$ cat config.mk
export PLATFORM = sky130hd
export DESIGN_NAME = tdc_hit_sequencer
export DESIGN_NICKNAME = d
export VERILOG_FILES = /design/src/rtl/tdc_pkg.sv /design/src/rtl/tdc_coarse_counter.sv /design/src/rtl/tdc_hit_sequencer.sv
export SDC_FILE = /design/constraint.sdc
export NUM_CORES = 1
export LEC_CHECK = 0
export BUFFER_PORTS_ARGS = -buffer_cell sky130_fd_sc_hd__buf_2
export CAP_MARGIN = 20
export CORE_MARGIN = 4
export CORE_UTILIZATION = 50
export DETAILED_ROUTE_END_ITERATION = 8
export GPL_TIMING_DRIVEN = 0
export PLACE_DENSITY = 0.72
export SYNTH_ARGS = -nofsm -noshare
export SYNTH_HDL_FRONTEND = slang
export SYNTH_HIERARCHICAL = 1
export SYNTH_SLANG_ARGS = --single-unit
$ cat constraint.sdc
create_clock -name iClk -period 2.9 [get_ports iClk]
set_input_delay 0.725 -clock iClk [delete_from_list [all_inputs] [get_ports iClk]]
set_output_delay 0.725 -clock iClk [all_outputs]
set_load 0.005 [all_outputs]
$ cat src/rtl/tdc_pkg.sv
// Shared definitions for the start/stop TDC channel: state encoding and result payload.
package tdc_pkg;

    localparam int unsigned COARSE_W_DEF = 16;
    localparam int unsigned STATE_W      = 3;

    typedef enum logic [STATE_W-1:0] {
        ST_IDLE    = 3'd0,
        ST_ARMED   = 3'd1,
        ST_MEASURE = 3'd2,
        ST_DEAD    = 3'd3,
        ST_REPORT  = 3'd4
    } tdc_state_e;

    // Result word as pushed into the readout FIFO.
    typedef struct packed {
        logic                    timeout;
        logic [COARSE_W_DEF-1:0] interval;
    } tdc_result_t;

endpackage

$ cat src/rtl/tdc_coarse_counter.sv
// Coarse interval counter with synchronous clear, count enable and timeout compare.
module tdc_coarse_counter #(
    parameter int unsigned COARSE_W = 16,
    parameter int unsigned TIMEOUT  = 1000
) (
    input  logic                iClk,
    input  logic                iRst,
    input  logic                clear_i,
    input  logic                enable_i,
    output logic [COARSE_W-1:0] count_o,
    output logic                at_timeout_c
);

    logic [COARSE_W-1:0] count_q;

    always_ff @(posedge iClk or posedge iRst) begin
        if (iRst) begin
            count_q <= '0;
        end else if (clear_i) begin
            count_q <= '0;
        end else if (enable_i) begin
            count_q <= count_q + 1'b1;
        end
    end

    assign count_o      = count_q;
    assign at_timeout_c = (count_q == COARSE_W'(TIMEOUT));

endmodule

$ cat src/rtl/tdc_hit_sequencer.sv
// Start/stop TDC channel controller: arm, measure, dead-time and report with
// fine-capture strobes, valid/ready result handshake and a missed-start counter.
module tdc_hit_sequencer
    import tdc_pkg::*;
#(
    parameter int unsigned COARSE_W    = COARSE_W_DEF,
    parameter int unsigned TIMEOUT     = 1000,
    parameter int unsigned DEAD_CYCLES = 4,
    parameter int unsigned MISS_W      = 8
) (
    input  logic                iClk,
    input  logic                iRst,
    input  logic                iArm,
    input  logic                iContinuous,
    input  logic                iStartRise,
    input  logic                iStopRise,
    input  logic                iReady,
    output logic                oStartLatch,
    output logic                oStopLatch,
    output logic [COARSE_W-1:0] oInterval,
    output logic                oTimeout,
    output logic                oValid,
    output logic                oBusy,
    output logic [MISS_W-1:0]   oMissed,
    output logic [STATE_W-1:0]  oState
);

    localparam int unsigned DEAD_W    = (DEAD_CYCLES > 1) ? $clog2(DEAD_CYCLES) : 1;
    localparam int unsigned DEAD_LAST = (DEAD_CYCLES > 0) ? DEAD_CYCLES - 1 : 0;
    localparam logic [MISS_W-1:0] MISS_MAX = '1;

    tdc_state_e          state_q, state_d;
    logic [DEAD_W-1:0]   dead_q, dead_d;
    logic [COARSE_W-1:0] interval_q, interval_d;
    logic                timeout_q, timeout_d;
    logic                valid_q, valid_d;
    logic                busy_q, busy_d;
    logic                start_latch_q, start_latch_d;
    logic                stop_latch_q, stop_latch_d;
    logic [MISS_W-1:0]   missed_q, missed_d;

    logic                cnt_clear;
    logic                cnt_en;
    logic [COARSE_W-1:0] cnt_value;
    logic                cnt_at_timeout;

    tdc_coarse_counter #(
        .COARSE_W (COARSE_W),
        .TIMEOUT  (TIMEOUT)
    ) u_coarse (
        .iClk         (iClk),
        .iRst         (iRst),
        .clear_i      (cnt_clear),
        .enable_i     (cnt_en),
        .count_o      (cnt_value),
        .at_timeout_c (cnt_at_timeout)
    );

    // Next-state, result capture and strobe generation.
    always_comb begin
        state_d       = state_q;
        dead_d        = dead_q;
        interval_d    = interval_q;
        timeout_d     = timeout_q;
        start_latch_d = 1'b0;
        stop_latch_d  = 1'b0;
        missed_d      = missed_q;
        cnt_clear     = 1'b1;
        cnt_en        = 1'b0;

        // Any start arriving while a measurement is in flight or unread is lost.
        if (iStartRise && (state_q inside {ST_MEASURE, ST_DEAD, ST_REPORT})
            && (missed_q != MISS_MAX)) begin
            missed_d = missed_q + 1'b1;
        end

        case (state_q)
            ST_IDLE: begin
                if (iArm) begin
                    state_d = ST_ARMED;
                end
            end
            ST_ARMED: begin
                if (iStartRise) begin
                    state_d       = ST_MEASURE;
                    start_latch_d = 1'b1;
                    cnt_clear     = 1'b0;
                    cnt_en        = 1'b1;
                end
            end
            ST_MEASURE: begin
                cnt_clear = 1'b0;
                cnt_en    = 1'b1;
                // A stop on the terminal-count cycle still counts as a real stop.
                if (iStopRise || cnt_at_timeout) begin
                    interval_d   = iStopRise ? cnt_value : COARSE_W'(TIMEOUT);
                    timeout_d    = !iStopRise;
                    stop_latch_d = iStopRise;
                    dead_d       = '0;
                    state_d      = (DEAD_CYCLES == 0) ? ST_REPORT : ST_DEAD;
                end
            end
            ST_DEAD: begin
                if (dead_q == DEAD_W'(DEAD_LAST)) begin
                    state_d = ST_REPORT;
                end else begin
                    dead_d = dead_q + 1'b1;
                end
            end
            ST_REPORT: begin
                if (iReady) begin
                    state_d = iContinuous ? ST_ARMED : ST_IDLE;
                end
            end
            default: begin
                state_d = ST_IDLE;
            end
        endcase

        valid_d = (state_d == ST_REPORT);
        busy_d  = (state_d != ST_IDLE);
    end

    always_ff @(posedge iClk or posedge iRst) begin
        if (iRst) begin
            state_q       <= ST_IDLE;
            dead_q        <= '0;
            interval_q    <= '0;
            timeout_q     <= 1'b0;
            valid_q       <= 1'b0;
            busy_q        <= 1'b0;
            start_latch_q <= 1'b0;
            stop_latch_q  <= 1'b0;
            missed_q      <= '0;
        end else begin
            state_q       <= state_d;
            dead_q        <= dead_d;
            interval_q    <= interval_d;
            timeout_q     <= timeout_d;
            valid_q       <= valid_d;
            busy_q        <= busy_d;
            start_latch_q <= start_latch_d;
            stop_latch_q  <= stop_latch_d;
            missed_q      <= missed_d;
        end
    end

    assign oStartLatch = start_latch_q;
    assign oStopLatch  = stop_latch_q;
    assign oInterval   = interval_q;
    assign oTimeout    = timeout_q;
    assign oValid      = valid_q;
    assign oBusy       = busy_q;
    assign oMissed     = missed_q;
    assign oState      = state_q;

endmodule

==> metrics.cfg, run 1 <==
[sta]
slew-limit-headroom=0.491
rsz0062_at_grt=no
fin_skew_ns=0.00682
period_share=0.817
clock.fmax_mhz=422
post-route-min-period_ns=2.37
worst_pin_slew_ns=0.762
maxSlewViolCount=0
final-setup-viol-count=0
setup_tns_ns=0
whs_ns=0.490
finalHoldViolCount=0

[routing]
wl_um=4580
drt_pass1_iterations=4
routed_via_density=5.68
vias=1756
first_iter_violations=92
drc=0
wl_per_cell_um=14.8
drtAntennaViolNets=0

[placement]
dp_hpwl_um=3430
port_buffers=38
gp_congestion=0.829

[clock_network]
htreeDepth=2
cts_tree=yes
clkLatencyLatePin_ns=0.30
cts.sinks=50
cts_resized=0
post_cts_buffers=0
cts-buffers-inserted=5
clockBufferDepth=2
clk_pin_slew_ns=0.08
ctsHoldBuffers=0
clock-root-buffer=clkbuf_8

[power]
powerDensity_mw_per_mm2=783
total_power_mw=2.08
p_leak_nw=1.23
ir_worst_vdd_mv=0.415

[setup_path]
cp-start-kind=input pin
endpoint=u_coarse/count_o[14]$_DFFE_PP0P_
cp_data_arrival_time_ns=2.59
reg2reg_depth=7
crit_path_max_fanout=7
critical_path_class=in2reg
r2r-start=oState[1]$_DFF_PP0_
end_kind=register
rr_endpoint=u_coarse/count_o[14]$_DFFE_PP0P_
worstPathRequired_ns=3.13
crit_start=iStartRise
r2r_slack_ns=0.55

[final_layout]
syn_to_final_growth_pct=15.6
antenna_cells=0
mostFrequentLayoutCells=50 x dfrtp_1, 39 x buf_2, 17 x nor2_1, 14 x nand2_1, 12 x xnor2_1
drive_gt1_frac=0.233
post-route-util=0.603
nets=268
layout_commonest_cell=dfrtp_1

[synthesis]
syn-num-nets=222
ys_types=46
syn_inst=211
synth_flop_cell=dfrtp_1
syn_area_mm2=0.00230
synth.yosys.warnings=6
ys_ff_latch=50
syn_area_per_cell_um2=10.9
synth_edf_count=0
ys_async_sr_fraction=1.00
yosysSeqAreaShare=0.544

[floorplanning]
dieWidth_um=75.8
die_h_um=75.8
core_area_mm2=0.00441
die_area_mm2=0.00575
rows=24
initial_utilization=0.521
ioPinCount=39

[outcome]
status=completed

[grt]
grt_usage=0.175
grt_pass1_vias=1600
grt_pass1_wl_um=7650
grt-ovfl-total=0
antenna_found_initial=0
grt_max_degree=20

[hold_path]
hold_class=in2async

[job]
drv_cap=0

-- worst min path at each step --
| stage | from | endpoint | slack, ns |
|---|---|---|---|
| 5_1_grt | oInterval[13]$_DFFE_PP0P_ | oInterval[13]$_DFFE_PP0P_ | 0.52 |
| 6_report | iRst | u_coarse/count_o[9]$_DFFE_PP0P_ | 0.49 |
| 2_1_floorplan | dead_q[0]$_DFFE_PP0P_ | dead_q[0]$_DFFE_PP0P_ | 0.46 |
| 3_5_place_dp | oInterval[6]$_DFFE_PP0P_ | oInterval[6]$_DFFE_PP0P_ | 0.47 |
| 4_1_cts | oInterval[6]$_DFFE_PP0P_ | oInterval[6]$_DFFE_PP0P_ | 0.49 |
| 3_3_place_gp | oInterval[8]$_DFFE_PP0P_ | oInterval[8]$_DFFE_PP0P_ | 0.47 |
-- registers in the layout, indices dropped and copies added (netlist names) --
signal	cells
oState	3
oStopLatch	1
oInterval	16
u_coarse/count_o	16
oStartLatch	1
oBusy	1
oTimeout	1
dead_q	2
oValid	1
oMissed	8
-- critical path: stages --
cell and delay [ns]:
buf_2 0.15, nand3b_1 0.13, a21oi_1 0.19, clkbuf_2 0.21, o211ai_2 0.16, or4_1 0.52, or3_1 0.35, a21oi_1 0.14
-- synthesized netlist by cell type, types with 3 or more instances --
cell	number	area share
a21oi_1	10	0.022
nand2_1	14	0.023
nand2b_1	3	0.0082
a22o_1	10	0.038
nand3_1	8	0.017
nor2_1	17	0.028
nand4_1	6	0.016
or3_1	3	0.0082
o22ai_1	3	0.0082
o21ai_0	7	0.015
o22a_1	6	0.023
nor3_1	4	0.0087
dfrtp_1	50	0.54
ha_1	4	0.022
xnor2_1	12	0.046
mux2i_1	3	0.013
inv_1	11	0.018
nor4_1	5	0.014
-- through the flow --
| step | cell area, µm² | setup WS, ns | std cells |
|---|---|---|---|
| 2_1_floorplan | 2300 | 0.573 | 211 |
| 5_1_grt | 2660 | 0.248 | 309 |
| 3_5_place_dp | 2580 | 0.243 | 302 |
| 3_3_place_gp | 2560 | 0.276 | 301 |
| 4_1_cts | 2660 | 0.524 | 309 |
| 6_report | 2660 | 0.532 | 309 |
-- kinds of logic after synthesis --
group	share of synthesized area
multiplexers	0.0228
AO/OA/AOI/OAI	0.149
adder cells (fa/ha/maj)	0.0218
AND/OR/NAND/NOR	0.171
buffers and inverters	0.0419
flip-flops	0.544
XOR/XNOR	0.0495
-- final cells by class --
cell class	count	area, µm²
fill	381	1750
sequential	50	1250
multi-input combinational	142	953
timing repair buffer	39	218
clock buffer	7	76.3
tap	52	65.1
buffer	8	55.1
inverter	11	41.3
-- layer usage --
metal	GRT usage	routed length [µm]	share of wire
met3	0.0369	277	0.061
met5	0	0	0
met2	0.250	2040	0.45
met1	0.265	2230	0.49
met4	0.0524	32	0.0070
-- power by group --
| group | total [mW] | leakage, nW | switching (mW) | internal (mW) |
|---|---|---|---|---|
| registers | 0.981 | 0.657 | 0.132 | 0.849 |
| clock network | 0.375 | 0.0383 | 0.209 | 0.166 |
| logic | 0.726 | 0.532 | 0.391 | 0.335 |
| total | 2.08 | 1.23 | 0.732 | 1.35 |
Note: power is estimated with default switching activity, not from simulation.
==> run 2, diff against run 1 <==
- clock period: 2.9 -> 2.2 ns (I/O delays scaled with it)
==> metrics.cfg, run 2 (synthesized netlist as in run 1, its figures left out) <==
[routing]
drtAntennaViolNets=0  ; unchanged
routed_via_density=5.70  ; +0.23%
wl_um=4900  ; +7.0%
wl_per_cell_um=15.5  ; +4.6%
first_iter_violations=93  ; +1.1%
drt_pass1_iterations=4  ; unchanged
vias=1800  ; +2.5%
drc=0  ; unchanged

[clock_network]
clk_pin_slew_ns=0.09  ; about the same
ctsHoldBuffers=0  ; unchanged
cts.sinks=50  ; unchanged
clock-root-buffer=clkbuf_8
cts-buffers-inserted=5  ; unchanged
clkLatencyLatePin_ns=0.30  ; about the same
htreeDepth=2  ; unchanged
cts_tree=yes
clockBufferDepth=2  ; unchanged

[final_layout]
nets=275  ; +2.6%
syn_to_final_growth_pct=20.6
drive_gt1_frac=0.288  ; +0.0544
mostFrequentLayoutCells=48 x dfrtp_1, 40 x buf_2, 17 x nor2_1, 14 x nand2_1, 12 x xnor2_1
layout_commonest_cell=dfrtp_1
antenna_cells=0  ; unchanged
instances_no_fill=316  ; +2.3%

[setup_path]
end_kind=register
r2r-start=oState[1]$_DFF_PP0_
worstPathRequired_ns=2.43  ; -0.70 ns
critPathMaxStageDelay_ns=0.56  ; +0.04 ns
r2r_slack_ns=0.02  ; -0.53 ns
crit_chain=nand3b_1 > a21oi_2 > clkbuf_8 > o211ai_4 > or4_4 > or3_4 > a21oi_2
cpMostUsedCell=a21oi_2
cp-start-kind=register
crit_slowest_cell=or4_4
crit_start=oState[1]$_DFF_PP0_
crit_path_max_fanout=5  ; -2
cp_data_arrival_time_ns=2.41  ; -0.18 ns
critical_path_class=reg2reg
path_buf_inv=1  ; -1
cp_top_family=simple AND/OR/NAND/NOR gates

[grt]
use_met3=0.0369  ; unchanged
grt_pass1_vias=1620  ; +1.3%
grt_pass1_wl_um=7810  ; +2.1%
grt_usage=0.179  ; +0.00387
antenna_found_initial=0  ; unchanged
grt_max_degree=20  ; unchanged
use_met1=0.272  ; +0.00673
grt-ovfl-total=0  ; unchanged
grt_most_used_layer=met1
grtUsageMet2=0.256  ; +0.00570

[floorplanning]
dieWidth_um=75.8  ; unchanged
ioPinCount=39  ; unchanged
rows=24  ; unchanged
core_area_mm2=0.00441  ; unchanged
initial_utilization=0.521  ; unchanged
die_h_um=75.8  ; unchanged
die_area_mm2=0.00575  ; unchanged

[sta]
post-route-min-period_ns=2.18
layout_setup_ws_ns=0.0184  ; -0.514 ns
worst_pin_slew_ns=0.705  ; -0.0570 ns
final-setup-viol-count=0  ; unchanged
clock.fmax_mhz=458
period_share=0.992
slew-limit-headroom=0.529  ; +0.0380
fin_skew_ns=0.00944  ; +0.00263 ns
maxSlewViolCount=0  ; unchanged
finalHoldViolCount=0  ; unchanged

[placement]
dp_hpwl_um=3430  ; unchanged
port_buffers=38  ; unchanged
gp_congestion=0.829  ; unchanged
dp_cells=302  ; unchanged
dpl_worst_slack_ns=-0.282  ; -0.525 ns

[outcome]
status=completed

[hold_path]
hold_class=in2async

[power]
ir_worst_vdd_mv=0.562  ; +35%
p_leak_nw=1.26  ; +2.8%
powerDensity_mw_per_mm2=1050  ; +34%

[job]
drv_cap=0  ; unchanged

run 2: changes by cell type in the layout (fill, tap and decap cells not counted), moves of 2 or more:
cell	delta
buf_4	+6
a21oi_2	+2
dfrtp_1	-2
dfrtp_2	+2
a21oi_1	-2
run 2: per-layer routing:
layer	vias up	routed length [µm]
met5	-	0
met4	0	54
met3	6	276
met2	59	2230
met1	869	2330
li1	866	-
run 2: worst paths after layout:
path / end / cells after the start
setup / recovery: u_coarse/count_o[14]$_DFFE_PP0P_ / 7
hold / removal: u_coarse/count_o[11]$_DFFE_PP0P_ / 2
hold reg to reg: oInterval[3]$_DFFE_PP0P_ / 1
setup reg to reg: u_coarse/count_o[14]$_DFFE_PP0P_ / 7
max in group asynchronous: oState[0]$_DFF_PP0_ / 3
min in group iClk: oState[2]$_DFF_PP0_ / 2
run 2: cell type report:
cell class                      instances  area (µm²)
Fill cell                             364        1640
Inverter                               11        41.3
Clock buffer                            7        76.3
Tap cell                               52        65.1
Multi-Input combinational cell        142        1000
Timing Repair Buffer                   47         278
Buffer                                  7        61.3
Sequential cell                        50        1250
run 2: worst reg2reg max path, delay by kind of cell (launching register included):
family	cells	cell delay [ns]
AND/OR/NAND/NOR	3	1.11
flip-flops	1	0.42
AO/OA/AOI/OAI	3	0.41
buffers and inverters	1	0.18
run 2: repair_timing:
item | CTS | global route
gates resized for setup | 8 | 9
pin swaps | 0 | 5
endpoints found under the hold margin | 0 | 0
setup buffers | 1 | 7
setup endpoints to repair | 17 | 14
run 2: per-stage QoR:
stage	utilization	TNS (ns)	area, µm²	hold WS [ns]	power, mW
3_5_place_dp	0.585	-3.33	2580	0.474	2.28
2_1_floorplan	-	0	2300	0.464	1.93
4_1_cts	0.612	-0.0212	2700	0.334	2.83
3_3_place_gp	0.579	-2.73	2560	0.471	2.24
6_report	0.629	0	2780	0.322	2.90
5_1_grt	0.629	-0.0568	2780	0.368	3.11
run 2: report_power, final:
part / internal, mW / total (mW) / switching (mW)
combinational: 0.526 / 1.10 / 0.577
clock: 0.220 / 0.499 / 0.279
sequential: 1.12 / 1.30 / 0.177
==> run 3, diff against run 2 <==
- CAP_MARGIN: 20 -> unset
- PLACE_DENSITY: 0.72 -> 0.75
- clock period: 2.2 -> 1.9 ns (I/O delays scaled with it)
==> metrics.cfg, run 3 (synthesized netlist as in run 1, its figures left out) <==
[outcome]
status=complete, but fails checks
violations=negative setup slack

[final_layout]
syn_to_final_growth_pct=26.3
antenna_cells=0  ; unchanged
nets=275  ; unchanged
drive_gt1_frac=0.358  ; +0.0706
layout_commonest_cell=dfrtp_1
mostFrequentLayoutCells=44 x dfrtp_1, 40 x buf_2, 17 x nor2_1, 13 x nand2_1, 12 x xnor2_1
fillers=343  ; -5.8%

[grt]
grt_pass1_wl_um=7880  ; +0.88%
grt_most_used_layer=met2
grt_max_degree=35  ; +75%
use_met1=0.262  ; -0.00952
use_met3=0.0462  ; +0.00923
grt_usage=0.185  ; +0.00582
grtUsageMet2=0.265  ; +0.00951
grt-ovfl-total=0  ; unchanged
antenna_found_initial=0  ; unchanged
grt_pass1_vias=1627  ; +0.43%

[setup_path]
worstPathRequired_ns=2.14  ; -0.29 ns
end_kind=register
crit_path_max_fanout=2  ; -3
critPathMaxStageDelay_ns=0.49  ; -0.07 ns
cp-start-kind=register
cp_data_arrival_time_ns=2.35  ; -0.06 ns
cp_top_family=simple AND/OR/NAND/NOR gates
cpMostUsedCell=a21oi_2
path_buf_inv=1  ; unchanged
crit_slowest_cell=or4_4
critical_path_class=reg2reg
crit_chain=nand3b_1 > a21oi_2 > clkbuf_8 > o211ai_4 > or4_4 > or3_4 > a21oi_2

[floorplanning]
dieWidth_um=75.8  ; unchanged
rows=24  ; unchanged
die_h_um=75.8  ; unchanged
die_area_mm2=0.00575  ; unchanged
initial_utilization=0.521  ; unchanged
ioPinCount=39  ; unchanged
core_area_mm2=0.00441  ; unchanged

[sta]
fin_skew_ns=0.00890  ; -0.000546 ns
finalHoldViolCount=0  ; unchanged
final-setup-viol-count=7  ; +7
period_share=1.11  ; +0.115
maxSlewViolCount=0  ; unchanged
clock.fmax_mhz=475  ; +3.7%
rsz0062_at_grt=yes
slew-limit-headroom=0.526  ; -0.00298
worst_pin_slew_ns=0.706  ; +0.000882 ns
post-route-min-period_ns=2.10  ; -0.0784 ns
layout_setup_ws_ns=-0.203  ; -0.222 ns
whs_ns=0.185  ; -0.137 ns

[placement]
gp_congestion=0.830  ; +0.21%
dp_hpwl_um=3220  ; -6.1%
port_buffers=38  ; unchanged
dpl_worst_slack_ns=-0.550  ; -0.269 ns

[clock_network]
htreeDepth=2  ; unchanged
clock-root-buffer=clkbuf_8
cts-buffers-inserted=5  ; unchanged
clockBufferDepth=2  ; unchanged
cts_tree=yes
ctsHoldBuffers=0  ; unchanged
clkLatencyLatePin_ns=0.31  ; about the same
cts.sinks=50  ; unchanged
clk_pin_slew_ns=0.10  ; about the same

[routing]
routed_via_density=5.72  ; +0.35%
wl_um=5040  ; +2.9%
drt_pass1_iterations=4  ; unchanged
drtAntennaViolNets=0  ; unchanged
first_iter_violations=115  ; +24%
wl_per_cell_um=15.9  ; +2.6%
vias=1812  ; +0.67%
drc=0  ; unchanged

[power]
p_leak_nw=1.32  ; +4.3%
ir_worst_vdd_mv=0.722  ; +29%
powerDensity_mw_per_mm2=1230  ; +18%

[hold_path]
hold_class=in2async

[job]
drv_cap=0  ; unchanged

[run 3: cell count changes in the layout (fill, tap and decap cells not counted), sizes merged]
cell / delta
clkbuf: -2
bufinv: +1
clkinv: +2
[run 3: stage by stage]
step	cell area (µm²)	TNS, ns	util	power, mW	std cells
after floorplan	2310	-0.301	-	2.25	211
final	2910	-0.688	0.658	3.57	317
after CTS	2770	-1.45	0.627	3.51	314
after detailed placement	2570	-7.65	0.582	2.64	301
after global routing	2910	-1.61	0.658	3.83	317
after global placement	2570	-6.87	0.582	2.62	301
[run 3: cell type report]
class | instances | area, µm² | share of cell area
multi-input cells | 142 | 1090 | 0.375
plain buffers | 6 | 50.0 | 0.0172
flip-flops and latches | 50 | 1260 | 0.433
well taps | 52 | 65.1 | 0.0224
clock inverters | 3 | 43.8 | 0.0151
inverters | 11 | 41.3 | 0.0142
clock buffers | 5 | 68.8 | 0.0237
repair buffers | 48 | 289 | 0.0994
[run 3: worst paths after layout]
check                      slack, ns  depth (start not counted)                startpoint                                to
max                            -0.20                          7       oState[1]$_DFF_PP0_  u_coarse/count_o[14]$_DFFE_PP0P_
min                             0.19                          2                      iRst          oInterval[6]$_DFFE_PP0P_
max reg2reg                    -0.20                          7       oState[1]$_DFF_PP0_  u_coarse/count_o[14]$_DFFE_PP0P_
min reg2reg                     0.50                          1  oInterval[9]$_DFFE_PP0P_          oInterval[9]$_DFFE_PP0P_
max in group asynchronous       1.24                          2                      iRst   u_coarse/count_o[2]$_DFFE_PP0P_
min in group iClk               0.38                          2                    iReady                  oValid$_DFF_PP0_
[run 3: what timing repair did]
item / CTS / global route
hold endpoints to repair: 0 / 0
resized for setup: 12 / 22
buffers inserted: 6 / 3
endpoints found under the setup margin: 24 / 30
pin swaps: 5 / 7
[run 3: power by group]
| part | internal (mW) | leakage, nW | switching, mW |
|---|---|---|---|
| logic | 0.617 | 0.609 | 0.687 |
| registers | 1.30 | 0.648 | 0.208 |
| clock network | 0.395 | 0.0585 | 0.366 |
[run 3: layer usage]
metal / share of wire / vias to the layer above
met5: 0 / -
li1: - / 867
met1: 0.48 / 886
met3: 0.045 / 10
met4: 0.016 / 0
met2: 0.46 / 49
